[config.mk]
export PLATFORM = sky130hd
export DESIGN_NAME = timebase_ctrl
export DESIGN_NICKNAME = d
export VERILOG_FILES = /design/src/rtl/timebase_pkg.sv /design/src/rtl/mod_counter.sv /design/src/rtl/timebase_ctrl.sv
export SDC_FILE = /design/constraint.sdc
export NUM_CORES = 1
export LEC_CHECK = 0
export BUFFER_PORTS_ARGS = -buffer_cell sky130_fd_sc_hd__buf_2
export CELL_PAD_IN_SITES_DETAIL_PLACEMENT = 1
export CELL_PAD_IN_SITES_GLOBAL_PLACEMENT = 1
export CORE_MARGIN = 3
export CORE_UTILIZATION = 40
export CTS_CLUSTER_DIAMETER = 200
export CTS_CLUSTER_SIZE = 14
export DETAILED_ROUTE_END_ITERATION = 16
export HOLD_SLACK_MARGIN = 0.02
export PLACE_DENSITY_LB_ADDON = 0.1
export SYNTH_ARGS = -nofsm -noshare
export SYNTH_HDL_FRONTEND = slang
export SYNTH_SLANG_ARGS = --single-unit
[constraint.sdc]
create_clock -name clk_i -period 3.1 [get_ports clk_i]
set_input_delay 0.775 -clock clk_i [delete_from_list [all_inputs] [get_ports clk_i]]
set_output_delay 0.775 -clock clk_i [all_outputs]
set_load 0.02 [all_outputs]
[src/rtl/timebase_pkg.sv]
// Shared types and helpers for the clock timebase.
// Holds the mode encoding and parameter sanity checks.
package timebase_pkg;

    localparam int STATE_W = 2;

    typedef enum logic [STATE_W-1:0] {
        PAUSED = 2'd0,
        RUN    = 2'd1,
        FAST   = 2'd2
    } state_e;

    function automatic int cnt_width(input int unsigned m);
        return (m > 1) ? $clog2(m) : 1;
    endfunction

    function automatic bit timebase_legal(
        input int unsigned clk_hz,
        input int unsigned scan_hz,
        input int unsigned blink_hz,
        input int unsigned fast_hz
    );
        if (scan_hz == 0 || blink_hz == 0 || fast_hz == 0)
            return 1'b0;
        return (clk_hz % scan_hz == 0)
            && (scan_hz % (2 * blink_hz) == 0)
            && (scan_hz % fast_hz == 0);
    endfunction

endpackage

[src/rtl/mod_counter.sv]
// Modulo-MOD counter with enable and synchronous clear.
// wrap flags the enabled step from MOD-1 back to 0.
module mod_counter
    import timebase_pkg::*;
#(
    parameter int unsigned MOD = 2
) (
    input  logic                        clk_i,
    input  logic                        reset,
    input  logic                        en,
    input  logic                        clr,
    output logic [cnt_width(MOD)-1:0]   cnt,
    output logic                        wrap
);

    localparam int W = cnt_width(MOD);
    localparam logic [W-1:0] LAST = W'(MOD - 1);

    logic [W-1:0] cnt_q;
    logic [W-1:0] cnt_d;

    // Next count: clear wins, otherwise step and wrap at LAST.
    always_comb begin
        cnt_d = cnt_q;
        wrap  = 1'b0;
        if (clr) begin
            cnt_d = '0;
        end else if (en) begin
            if (cnt_q == LAST) begin
                cnt_d = '0;
                wrap  = 1'b1;
            end else begin
                cnt_d = cnt_q + 1'b1;
            end
        end
    end

    // Count register.
    always_ff @(posedge clk_i or negedge reset) begin
        if (!reset) cnt_q <= '0;
        else        cnt_q <= cnt_d;
    end

    assign cnt = cnt_q;

endmodule

[src/rtl/timebase_ctrl.sv]
// Central tick scheduler: one prescaler feeding scan,
// seconds, fast-set and blink timebases under a mode FSM.
module timebase_ctrl
    import timebase_pkg::*;
#(
    parameter int unsigned CLK_HZ   = 100_000_000,
    parameter int unsigned SCAN_HZ  = 1000,
    parameter int unsigned BLINK_HZ = 2,
    parameter int unsigned FAST_HZ  = 8
) (
    input  logic               clk_i,
    input  logic               reset,
    input  logic               run_i,
    input  logic               fast_i,
    input  logic               resync_i,
    output logic               scan_tick_o,
    output logic               sec_tick_o,
    output logic               fast_tick_o,
    output logic               sec_level_o,
    output logic               blink_o,
    output logic [STATE_W-1:0] state_o
);

    if (!timebase_legal(CLK_HZ, SCAN_HZ, BLINK_HZ, FAST_HZ)) begin : g_bad
        $error("timebase_ctrl: rate parameters do not divide evenly");
    end

    localparam int unsigned PRE  = CLK_HZ / SCAN_HZ;
    localparam int unsigned FDIV = SCAN_HZ / FAST_HZ;
    localparam int unsigned BDIV = SCAN_HZ / (2 * BLINK_HZ);

    localparam int PRE_W = cnt_width(PRE);
    localparam int SUB_W = cnt_width(SCAN_HZ);
    localparam int FST_W = cnt_width(FDIV);
    localparam int BLK_W = cnt_width(BDIV);

    localparam logic [SUB_W-1:0] HALF = SUB_W'(SCAN_HZ / 2);

    state_e state_q, state_d;
    logic   cnt_clr;

    logic [PRE_W-1:0] pre_cnt;
    logic [SUB_W-1:0] sub_cnt;
    logic [FST_W-1:0] fast_cnt;
    logic [BLK_W-1:0] blink_cnt;
    logic [SUB_W-1:0] sub_nxt;

    logic scan_wrap, sub_wrap, fast_wrap, blink_wrap;
    logic sub_en, fast_en;

    logic scan_tick_q, scan_tick_d;
    logic sec_tick_q,  sec_tick_d;
    logic fast_tick_q, fast_tick_d;
    logic sec_level_q, sec_level_d;
    logic blink_q,     blink_d;

    logic unused_cnt;
    assign unused_cnt = ^{pre_cnt, fast_cnt, blink_cnt};

    // Mode select: fast beats run, otherwise pause.
    always_comb begin
        state_d = state_q;
        priority case (1'b1)
            fast_i:  state_d = FAST;
            run_i:   state_d = RUN;
            default: state_d = PAUSED;
        endcase
    end

    assign cnt_clr = resync_i | (state_d != state_q);
    assign sub_en  = scan_wrap & (state_q == RUN);
    assign fast_en = scan_wrap & (state_q == FAST);

    mod_counter #(.MOD(PRE)) u_pre (
        .clk_i (clk_i),
        .reset (reset),
        .en    (1'b1),
        .clr   (resync_i),
        .cnt   (pre_cnt),
        .wrap  (scan_wrap)
    );

    mod_counter #(.MOD(SCAN_HZ)) u_sub (
        .clk_i (clk_i),
        .reset (reset),
        .en    (sub_en),
        .clr   (cnt_clr),
        .cnt   (sub_cnt),
        .wrap  (sub_wrap)
    );

    mod_counter #(.MOD(FDIV)) u_fast (
        .clk_i (clk_i),
        .reset (reset),
        .en    (fast_en),
        .clr   (cnt_clr),
        .cnt   (fast_cnt),
        .wrap  (fast_wrap)
    );

    mod_counter #(.MOD(BDIV)) u_blink (
        .clk_i (clk_i),
        .reset (reset),
        .en    (scan_wrap),
        .clr   (1'b0),
        .cnt   (blink_cnt),
        .wrap  (blink_wrap)
    );

    // Output next-values; sec level looks at the post-edge sub count.
    always_comb begin
        sub_nxt = sub_cnt;
        if (cnt_clr || sub_wrap) sub_nxt = '0;
        else if (sub_en)         sub_nxt = sub_cnt + 1'b1;
        scan_tick_d = scan_wrap;
        sec_tick_d  = sub_wrap;
        fast_tick_d = fast_wrap;
        blink_d     = blink_q ^ blink_wrap;
        sec_level_d = (state_d == RUN) && (sub_nxt < HALF);
    end

    // State and output registers.
    always_ff @(posedge clk_i or negedge reset) begin
        if (!reset) begin
            state_q     <= PAUSED;
            scan_tick_q <= 1'b0;
            sec_tick_q  <= 1'b0;
            fast_tick_q <= 1'b0;
            sec_level_q <= 1'b0;
            blink_q     <= 1'b0;
        end else begin
            state_q     <= state_d;
            scan_tick_q <= scan_tick_d;
            sec_tick_q  <= sec_tick_d;
            fast_tick_q <= fast_tick_d;
            sec_level_q <= sec_level_d;
            blink_q     <= blink_d;
        end
    end

    assign scan_tick_o = scan_tick_q;
    assign sec_tick_o  = sec_tick_q;
    assign fast_tick_o = fast_tick_q;
    assign sec_level_o = sec_level_q;
    assign blink_o     = blink_q;
    assign state_o     = state_q;

endmodule
==> metrics.cfg, run 1 <==
[power_and_ir_drop]
power_density_mw_per_mm2 = 429
vdd_drop_max_mv = 0.213
p_leak_nw = 1.18

[setup_path]
cp.arrival_ns = 2.90
end_kind = flop
r2r-start = u_pre.cnt[13]
cp.required_ns = 3.32
crit_start = u_pre.cnt[13]
critical_path.max_stage_delay_ns = 0.79
worstReg2RegEnd = u_fast.cnt[5]
worstPathMaxFanout = 15
criticalPathCategory = reg2reg
critPathLaunchType = flop
crit_chain = or4b_4 > or4_1 > nor3_2 > a41oi_1 > a311oi_1
ff2ff_path_depth = 5
r2r_setup_slack_ns = 0.42
cpMaxStageDelayCell = or4_1

[drt]
drtAntennaViolNets = 0
wl_um = 5820
routed_via_density = 5.53
vias = 2068
drtIter0Drc = 56
dr.pass1.iters = 4
routedWlPerCell_um = 15.5
drcViolationCount = 0

[synth]
synth_top_cell_by_area = dfrtp_1
syn-mean-instance-area_um2 = 9.29
yosys-top-cells-area = dfrtp_1, nor2_1, xnor2_1
synth_enable_flop_cells = 0
synth_cell_types = 51
synth-seq-cells = 49
ys.warnings.count = 0
ys.flop_type = dfrtp_1
yosysTopAreaCellShare_pct = 46.0
syn_area_mm2 = 0.00267
ys_seq_area_share_pct = 46.0
synthCells = 287
syn-num-nets = 298
synthArstFlopShare_pct = 100

[global_routing]
grt_antenna_before_repair = 0
grt_pass1_wl_um = 10100
grt_pass1_vias = 2093
grt_max_degree = 29
grt_usage_pct = 16.5
grt_overflow_total = 0

[layout]
final_common_cell = dfrtp_1
layout-drive-gt1-share_pct = 11.1
num-nets-final = 307
final_cell_mix = dfrtp_1, nor2_1, nand2_1, nor3_1
n_antenna_cell = 0
area_growth_syn_to_layout_pct = 9.43

[clock_tree]
cts.clk_slew.worst_paths_ns = 0.10
cts-root-buf = clkbuf_8
cts_htree_levels = 2
cts_max_path_buffers = 2
numCtsBuffers = 5
cts_hold_buffers = 0
cts_resized = 0
post-cts-setup-buffer-count = 0
clkLatencyLatePin_ns = 0.31
clock_sinks = 49
cts_tree = done

[timing]
fmax_mhz = 373
worst_hold_slack_ns = 0.432
fin_ws_ns = 0.419
final-setup-viol-count = 0
clock-skew-final_ns = 0.0148
fin_setup_tns_ns = 0
period_needed_ns = 2.68
drv_slew = 0
worst_pin_slew_ns = 0.529
fin_crit_sh_pct = 86.5
hold_viol = 0
slew_headroom_pct = 64.5
rsz0062_at_grt = false

[placed_design]
place_hpwl_um = 4220
port-buffer-count = 11
finalWeightedCongestion = 0.790
pre_cts_ws_ns = 0.387

[die]
die-area_mm2 = 0.00768
die_x_um = 87.6
dieHeight_um = 87.6
io_pins = 12
coreArea_mm2 = 0.00642
rows = 29
start_util_pct = 41.5

[run_status]
status = complete, no violations

[hold_path]
hp-class = in2async

[run]
drv_cap = 0

## critical path, delay by kind of cell (launching register included)
family	cells	cell delay, ns
AO/OA/AOI/OAI	2	0.41
AND/OR/NAND/NOR	3	1.78
flip-flops	1	0.41
## cell type report
| cell class | count | area, um^2 |
|---|---|---|
| fill | 780 | 3500 |
| clock inverter | 3 | 65.1 |
| multi-input combinational | 217 | 1340 |
| timing repair buffer | 16 | 92.6 |
| inverter | 7 | 26.3 |
| clock buffer | 5 | 68.8 |
| tap | 77 | 96.3 |
| sequential | 49 | 1230 |
## power breakdown
part	switching [mW]	total, mW	internal, mW	leakage [nW]
registers	0.00767	0.653	0.646	0.664
clock network	0.225	0.546	0.321	0.0681
logic	0.0360	0.0513	0.0153	0.446
## metal layers
| metal | vias up | wire (um) | share of wire (%) | track usage (%) |
|---|---|---|---|---|
| met3 | 4 | 137 | 2.4 | 3.20 |
| met5 | - | 0 | 0 | 0 |
| met4 | 0 | 46 | 0.79 | 4.18 |
| met2 | 16 | 2730 | 47 | 27.9 |
| li1 | 1026 | - | - | - |
| met1 | 1022 | 2900 | 50 | 21.8 |
## registers in the layout (all words and copies together), names as in the netlist, 2 cells and up
signal       count
u_pre.cnt       17
state_o          2
u_sub.cnt       10
u_fast.cnt       7
u_blink.cnt      8
## synthesized netlist by cell type (all sizes together) (6+ instances only)
master	instances
nor3	16
xnor2	14
ha	6
a21oi	9
nand3	14
xor2	14
nand2	20
inv	7
nand4	8
clkbuf	11
dfrtp	49
o21ai	13
nor2	39
or3	9
## logic make-up after synthesis
group | Yosys count | synth area share [%]
adders and majority gates | 6 | 2.82
muxes | 1 | 0.375
AOI/OAI and AO/OA | 39 | 9.01
buffers and inverters | 21 | 3.66
DFF | 49 | 46.0
and+or+nand+nor | 143 | 29.0
xor gates and xnor gates | 28 | 9.20
## worst max path at each step
stage / to / slack, ns / cells past startpoint
floorplan: u_fast.cnt[3] / 0.65 / 6
global placement: u_blink.cnt[1] / 0.48 / 5
detailed placement: u_fast.cnt[5] / 0.39 / 5
CTS: u_fast.cnt[5] / 0.38 / 5
global route: u_fast.cnt[5] / 0.24 / 5
finish: u_fast.cnt[5] / 0.42 / 5
## metrics by stage
stage	area [um^2]	total power, mW	utilization, %	cells
finish	2920	1.25	45.4	374
global route	2920	1.30	45.4	374
CTS	2920	1.27	45.4	374
detailed placement	2780	0.720	43.3	366
global placement	2780	0.719	43.3	366
floorplan	2670	0.691	-	287
Note: power is estimated with default switching activity, not from simulation.
==> run 2, diff against run 1 <==
CORE_UTILIZATION = 45   (was 40)
SETUP_SLACK_MARGIN = 0.1   (was unset)
==> run 2 against run 1 <==
  * Utilization increased by 6.0 points
  * Largest cell class unchanged
  * Clock power decreased by 16%
  * Highest routed layer unchanged
  * Register-to-register slack about the same
  * Global-route usage increased by 2.1 points
  * Total power decreased by 6.7%
  * Via count increased by 2.3%
==> metrics.cfg, run 2 (synthesized netlist as in run 1, its figures left out) <==
[die]
start_util_pct = 47.5  ; was 41.5%
die-area_mm2 = 0.00688  ; was 0.00768 mm^2
dieHeight_um = 83.0  ; was 87.6 um
coreArea_mm2 = 0.00561  ; was 0.00642 mm^2
io_pins = 12  ; unchanged
rows = 27  ; was 29
die_x_um = 83.0  ; was 87.6 um

[layout]
largest_register_ffs = 17  ; unchanged
n_antenna_cell = 0  ; unchanged
area_growth_syn_to_layout_pct = 8.26  ; was 9.43%
num-nets-final = 305  ; was 307
final_util_pct = 51.5  ; was 45.4%
final_cell_mix = dfrtp_1, nor2_1, nand2_1, nor3_1  ; unchanged
multi_input_area_mm2 = 0.00134  ; unchanged
fillers = 675  ; was 780
layout-drive-gt1-share_pct = 10.2  ; was 11.1%
final_common_cell = dfrtp_1  ; unchanged
regArea_mm2 = 0.00123  ; unchanged

[setup_path]
cp.required_ns = 3.34  ; was 3.32 ns
ff2ff_path_depth = 5  ; unchanged
path_buf_inv = 0  ; unchanged
r2r-start = u_pre.cnt[13]  ; unchanged
critical_path.max_stage_delay_ns = 0.79  ; about the same
r2r_setup_slack_ns = 0.41  ; was 0.42 ns
worstPathMaxFanout = 15  ; unchanged
criticalPathCategory = reg2reg  ; unchanged
end_kind = flop  ; unchanged
cp_top_family = simple AND/OR/NAND/NOR gates  ; unchanged
worstReg2RegEnd = u_blink.cnt[5]  ; was u_fast.cnt[5]
cp_common_cell = or4_1
critPathLaunchType = flop  ; unchanged
cpMaxStageDelayCell = or4_1  ; unchanged
crit_chain = or4b_4 > or4_1 > or4_1 > a21oi_1 > a21o_1  ; was or4b_4 > or4_1 > nor3_2 > a41oi_1 > a311oi_1
cp.arrival_ns = 2.93  ; was 2.90 ns

[timing]
drv_slew = 0  ; unchanged
worst_hold_slack_ns = 0.430  ; was 0.432 ns
worst_pin_slew_ns = 0.753  ; was 0.529 ns
final-setup-viol-count = 0  ; unchanged
slew_headroom_pct = 49.4  ; was 64.5%
rsz0062_at_grt = false  ; unchanged
fin_crit_sh_pct = 86.8  ; was 86.5%
fmax_mhz = 372  ; was 373 MHz
period_needed_ns = 2.69  ; was 2.68 ns
hold_viol = 0  ; unchanged
clock-skew-final_ns = 0.00661  ; was 0.0148 ns
fin_setup_tns_ns = 0  ; unchanged

[drt]
routedWlPerCell_um = 16.1  ; was 15.5 um
drtAntennaViolNets = 0  ; unchanged
routed_via_density = 5.77  ; was 5.53
wl_um = 5900  ; was 5820 um
drcViolationCount = 0  ; unchanged
drtIter0Drc = 60  ; was 56
dr.pass1.iters = 4  ; unchanged
vias = 2116  ; was 2068

[global_routing]
use_met1_pct = 24.4  ; was 21.8%
grtUsageMet3_pct = 3.77  ; was 3.20%
busiest_layer = met2  ; unchanged
grt_antenna_before_repair = 0  ; unchanged
grt_max_degree = 50  ; was 29
grt_pass1_vias = 2244  ; was 2093
met2_usage_pct = 32.1  ; was 27.9%
grt_overflow_total = 0  ; unchanged
grt_pass1_wl_um = 10700  ; was 10100 um
grt_usage_pct = 18.6  ; was 16.5%

[run_status]
status = complete, no violations  ; unchanged

[power_and_ir_drop]
p_leak_nw = 1.16  ; was 1.18 nW
vdd_drop_max_mv = 0.209  ; was 0.213 mV
power_density_mw_per_mm2 = 404  ; was 429 mW/mm^2

[placed_design]
port-buffer-count = 11  ; unchanged
place_hpwl_um = 4090  ; was 4220 um
finalWeightedCongestion = 0.804  ; was 0.790

[clock_tree]
clkLatencyLatePin_ns = 0.30  ; was 0.31 ns
cts_hold_buffers = 0  ; unchanged
cts_max_path_buffers = 2  ; unchanged
cts_resized = 0  ; unchanged
cts_htree_levels = 2  ; unchanged
cts_tree = done  ; unchanged
numCtsBuffers = 5  ; unchanged
post-cts-setup-buffer-count = 0  ; unchanged
cts-root-buf = clkbuf_8  ; unchanged
clock_sinks = 49  ; unchanged
cts.clk_slew.worst_paths_ns = 0.09  ; was 0.10 ns

[hold_path]
hp-class = in2async  ; unchanged

[run]
drv_cap = 0  ; unchanged

==> run 2: changes by cell type in the layout (fill, tap and decap cells not counted), sizes merged <==
cell / previous run / this run
clkbuf: 5 / 6
bufinv: 2 / 1
buf: 16 / 14
==> run 2: power by group <==
part / total [mW] / switching (mW) / internal (mW)
clock: 0.461 / 0.219 / 0.243
combinational: 0.0526 / 0.0364 / 0.0162
sequential: 0.653 / 0.00734 / 0.646
==> run 2: cell type report <==
type / count / area share, %
multi-input cells: 217 / 46.5
inverters: 7 / 0.910
clock buffers: 6 / 2.51
clock inverters: 2 / 1.34
flip-flops and latches: 49 / 42.5
repair buffers: 14 / 3.12
well taps: 72 / 3.12
==> run 2: worst max-delay path by stage <==
stage,startpoint,end,slack [ns],depth (start not counted)
final,u_pre.cnt[13],u_blink.cnt[5],0.41,5
after global routing,u_pre.cnt[6],u_fast.cnt[5],0.25,5
after floorplan,u_pre.cnt[13],u_fast.cnt[3],0.65,6
after detailed placement,u_pre.cnt[13],u_fast.cnt[5],0.40,5
after CTS,u_pre.cnt[13],u_blink.cnt[5],0.39,5
after global placement,u_pre.cnt[13],u_fast.cnt[5],0.48,5
==> run 2: worst reg2reg max path, delay by kind of cell, from the launching register on <==
| kind | cells | cell delay (ns) |
|---|---|---|
| DFF | 1 | 0.40 |
| and+or+nand+nor | 3 | 1.91 |
| AOI/OAI and AO/OA | 2 | 0.33 |
==> run 2: per-layer routing <==
layer / vias up / routed length (um) / part of all wire (%)
li1: 1026 / - / -
met1: 1061 / 2740 / 46
met2: 23 / 2940 / 50
met3: 6 / 147 / 2.5
met4: 0 / 64 / 1.1
met5: - / 0 / 0
==> run 2: through the flow <==
| stage | setup WS (ns) | area [um^2] | total power, mW | std cells |
|---|---|---|---|---|
| 4_1_cts | 0.387 | 2890 | 1.19 | 367 |
| 3_5_place_dp | 0.397 | 2780 | 0.720 | 359 |
| 5_1_grt | 0.250 | 2890 | 1.23 | 367 |
| 3_3_place_gp | 0.483 | 2780 | 0.719 | 359 |
| 6_report | 0.410 | 2890 | 1.17 | 367 |
| 2_1_floorplan | 0.654 | 2670 | 0.691 | 287 |
